### config.mk
export PLATFORM = sky130hd
export DESIGN_NAME = serial_addsub_ctrl
export DESIGN_NICKNAME = d
export VERILOG_FILES = /design/src/rtl/serial_addsub_ctrl.sv
export SDC_FILE = /design/constraint.sdc
export NUM_CORES = 1
export LEC_CHECK = 0
export ABC_AREA = 1
export CAP_MARGIN = 20
export CORE_ASPECT_RATIO = 0.5
export CORE_MARGIN = 3
export CORE_UTILIZATION = 31
export CTS_BUF_LIST = sky130_fd_sc_hd__clkbuf_2 sky130_fd_sc_hd__clkbuf_4 sky130_fd_sc_hd__clkbuf_8
export DETAILED_ROUTE_END_ITERATION = 10
export SLEW_MARGIN = 40
export SYNTH_ARGS = -nofsm -noshare
export SYNTH_HDL_FRONTEND = slang
export SYNTH_SLANG_ARGS = --single-unit
### constraint.sdc
create_clock -name clk -period 1.9 [get_ports clk]
set_input_delay 0.19 -clock clk [delete_from_list [all_inputs] [get_ports clk]]
set_output_delay 0.19 -clock clk [all_outputs]
set_load 0.005 [all_outputs]
### src/rtl/serial_addsub_ctrl.sv
// Bit-serial adder/subtractor: one full-adder cell evaluated LSB first, WIDTH
// cycles per operation, with a start/busy/done handshake around it.
module serial_addsub_ctrl #(
  parameter int WIDTH = 16
) (
  input  logic             clk,
  input  logic             rst,
  input  logic             start,
  input  logic             sub,
  input  logic [WIDTH-1:0] a,
  input  logic [WIDTH-1:0] b,
  output logic             busy,
  output logic             done,
  output logic [WIDTH-1:0] result,
  output logic             cout,
  output logic             ovf
);

  localparam int CW = (WIDTH > 1) ? $clog2(WIDTH) : 1;

  typedef enum logic [1:0] {
    IDLE,
    RUN,
    DONE
  } state_t;

  state_t          state, state_nxt;
  logic [WIDTH-1:0] a_sh, b_sh;
  logic            sub_r, carry;
  logic [CW-1:0]   cnt;
  logic            accept, last;
  logic            bit_a, bit_b, sum_bit, carry_nxt;

  assign last      = (cnt == CW'(WIDTH - 1));
  assign bit_a     = a_sh[0];
  assign bit_b     = b_sh[0] ^ sub_r;
  assign sum_bit   = bit_a ^ bit_b ^ carry;
  assign carry_nxt = (bit_a & bit_b) | (bit_a & carry) | (bit_b & carry);

  always_comb begin
    state_nxt = state;
    accept    = 1'b0;
    busy      = 1'b0;
    done      = 1'b0;
    case (state)
      IDLE: begin
        if (start) begin
          accept    = 1'b1;
          state_nxt = RUN;
        end
      end
      RUN: begin
        busy = 1'b1;
        if (last) state_nxt = DONE;
      end
      DONE: begin
        done = 1'b1;
        if (start) begin
          accept    = 1'b1;
          state_nxt = RUN;
        end else begin
          state_nxt = IDLE;
        end
      end
      default: state_nxt = IDLE;
    endcase
  end

  // The a shift register doubles as the sum accumulator: each consumed
  // operand bit leaves the LSB while its sum bit enters at the MSB.
  always_ff @(posedge clk) begin
    if (rst) begin
      state  <= IDLE;
      a_sh   <= '0;
      b_sh   <= '0;
      sub_r  <= 1'b0;
      carry  <= 1'b0;
      cnt    <= '0;
      result <= '0;
      cout   <= 1'b0;
      ovf    <= 1'b0;
    end else begin
      state <= state_nxt;
      if (accept) begin
        a_sh  <= a;
        b_sh  <= b;
        sub_r <= sub;
        carry <= sub;
        cnt   <= '0;
      end else if (state == RUN) begin
        a_sh  <= {sum_bit, a_sh[WIDTH-1:1]};
        b_sh  <= {1'b0, b_sh[WIDTH-1:1]};
        carry <= carry_nxt;
        cnt   <= cnt + CW'(1);
        if (last) begin
          result <= {sum_bit, a_sh[WIDTH-1:1]};
          cout   <= carry_nxt;
          ovf    <= carry ^ carry_nxt;
        end
      end
    end
  end

endmodule
==> flow_summary.toml <==
[outcome]
status = "finished clean"

[setup_path]
timing.rr.end = "a_sh[15]"
critPathCaptureType = "output port"
worstPathArrival_ns = 1.57
critPathKind = "flip-flop to output port"
r2r_slack_ns = 0.43
r2r_start = "sub_r"
critPathMaxFanout = 13
startpoint_type = "flip-flop"
cp.required_ns = 1.71
crit_start = "state[1]"
crit_end = "done"
rr_worst_depth = 7

[floorplanning]
die-area_mm2 = 0.01001
die_w_um = 138.5
start_util_pct = 32.96
pin_count = 56
fp-row-count = 23
core-area_mm2 = 0.008259
die_height_um = 72.27

[power_and_ir_drop]
p_clk_share_pct = 41.8
leakagePower_nw = 1.643
internal-power_mw = 2.251
pwr-share-seq_pct = 44.5
power.total_mw = 2.992
switching_share_pct = 24.75
power.switching_mw = 0.7404
irDropWorstVdd_mv = 0.3584
p_per_area_mw_per_mm2 = 831.3
p_comb_share_pct = 13.7

[place]
gp_congestion = 0.7858
io_buffer_count = 55
place.detailed.hpwl_um = 4352

[layout]
diodes = 0
fillCellCount = 878
nNetsFinal = 494
final_common_cell = "nand2_1"
layout_common_cells = "nand2_1, nand3_1, dfxtp_1, clkdlybuf4s50_1, nor2_1"
layout-drive-gt1-share_pct = 8.026
syn_to_final_growth_pct = 32.17

[sta]
final_max_slew_viol_count = 0
rsz0062_at_grt = "no"
skew_ns = 0.006584
min_period_over_period_pct = 92.84
final-setup-viol-count = 0
fin_tns_setup_ns = 0
hold_violations = 0
tightest_slew_ns = 0.6718
relSlewSlack_pct = 55.17
max_freq_mhz = 566.9
timing.final.crit_period_ns = 1.764

[grt]
antenna_found_initial = 0
grt_usage_pct = 13.98
grt-ovfl-total = 0
grt_max_degree = 36
grt_pass1_wl_um = 11320
grt_pass1_vias = 2368

[routing]
firstDrtPassIters = 4
vias = 2566
detail-route-antenna-nets = 0
drcViolationCount = 0
wl_per_cell_um = 11.80
vias_per_cell = 4.478
drtIter0Drc = 141
wl_um = 6763

[clock_tree]
clock_sinks = 58
postCtsSetupBuffers = 0
cts_tree = "yes"
numCtsBuffers = 9
clk_latency_ns = 0.34
cts_resized = 0
path_clk_slew_ns = 0.07
htreeDepth = 3
clock_path_buffers = 2
hold_buffers = 0
root_buffer = "clkbuf_8"

[yosys]
synth_top_area_share_pct = 42.65
synth_top_family_by_area = "simple AND/OR/NAND/NOR gates"
yosysTopAreaCell = "dfxtp_1"
synth_cell_type_count = 23
seq_area_frac_synth_pct = 42.65
synth_area_mm2 = 0.002723
synthAdderAreaFrac_pct = 1.195
synth_compound_area_share_pct = 9.375
synth_cells = 409
synth-xor-area-share_pct = 0.6434
syn_nets = 447
synth_area_leaders = "dfxtp_1, nand2_1, nand3_1"
synth_seq_cells = 58
avgSynthCellArea_um2 = 6.657
synthMuxAreaShare_pct = 0
yosys_warnings = 0
yosys.area_share.simple_pct = 34.83

[worst_hold_path]
min_path_type = "input port to flip-flop"

[run]
cap_violations = 0
[through the flow]
step,util (%),area [um^2],setup WS [ns],cells,hold WS (ns)
floorplan,-,2723,0.6046,409,0.3249
global placement,40.80,3369,0.4214,557,0.4615
detailed placement,40.80,3369,0.3971,557,0.4629
CTS,43.51,3593,0.03401,573,0.4193
finish,43.57,3598,0.1361,573,0.4307
global route,43.57,3598,0.07674,573,0.4527
[metal layers]
metal,vias up,global-route usage [%],part of all wire (%)
met4,0,4.929,1.4
met1,1125,18.64,52
met2,45,21.38,42
li1,1386,-,-
met3,10,4.740,4.5
met5,-,0,0
[Yosys cell counts]
master,number
nand2_1,98
nand3_1,68
dfxtp_1,58
nor2_1,49
inv_1,39
a21oi_1,32
o21ai_0,15
buf_2,14
clkbuf_1,9
buf_4,5
inv_2,4
o21ai_1,4
nor2_2,3
nand2_2,2
clkbuf_2,1
fa_1,1
ha_1,1
nand3b_1,1
nand4_1,1
nor3_1,1
or2_2,1
xnor2_1,1
xor2_1,1
[how the worst min path moves through the flow]
stage	endpoint	slack [ns]	start	depth (start not counted)
6_report	b_sh[15]	0.43	b[15]	3
3_3_place_gp	cnt[0]	0.46	cnt[0]	1
4_1_cts	b_sh[15]	0.42	b[15]	3
3_5_place_dp	sub_r	0.46	sub_r	2
2_1_floorplan	b_sh[15]	0.32	b[15]	2
5_1_grt	b_sh[15]	0.45	b[15]	3
[power groups by stage]
stage               clock, mW  combinational, mW  sequential [mW]
global route             1.34              0.472             1.34
floorplan                   0              0.273             1.34
detailed placement          0              0.411             1.36
finish                   1.25              0.411             1.33
global placement            0              0.410             1.36
CTS                      1.29              0.413             1.33
[cell families after synthesis]
family	after synthesis
AOI/OAI and AO/OA	51
adders and majority gates	2
and+or+nand+nor	224
xor gates and xnor gates	2
buffers and inverters	72
DFF	58
[worst max-delay path, stage by stage, from the launching register on]
cell and delay [ns]:
dfxtp_1 0.38, inv_2 0.06, buf_4 0.19, nor2_1 0.10, clkdlybuf4s50_1 0.51
[flip-flops by register name, summed over array words and instances, names as in the netlist]
signal,flops
cnt,4
b_sh,16
cout,1
state,2
ovf,1
carry,1
sub_r,1
a_sh,16
result,16
[final cells by class]
cell class              instances  area (um^2)  share of cell area [%]
clock inverters                 1        30.03                  0.8345
repair buffers                 65        650.6                   18.08
inverters                      43        161.4                   4.485
flip-flops and latches         58         1161                   32.27
clock buffers                  15        193.9                   5.389
multi-input cells             279         1261                   35.05
well taps                     112        140.1                   3.894
No activity file was read; power rests on OpenSTA's default activity.
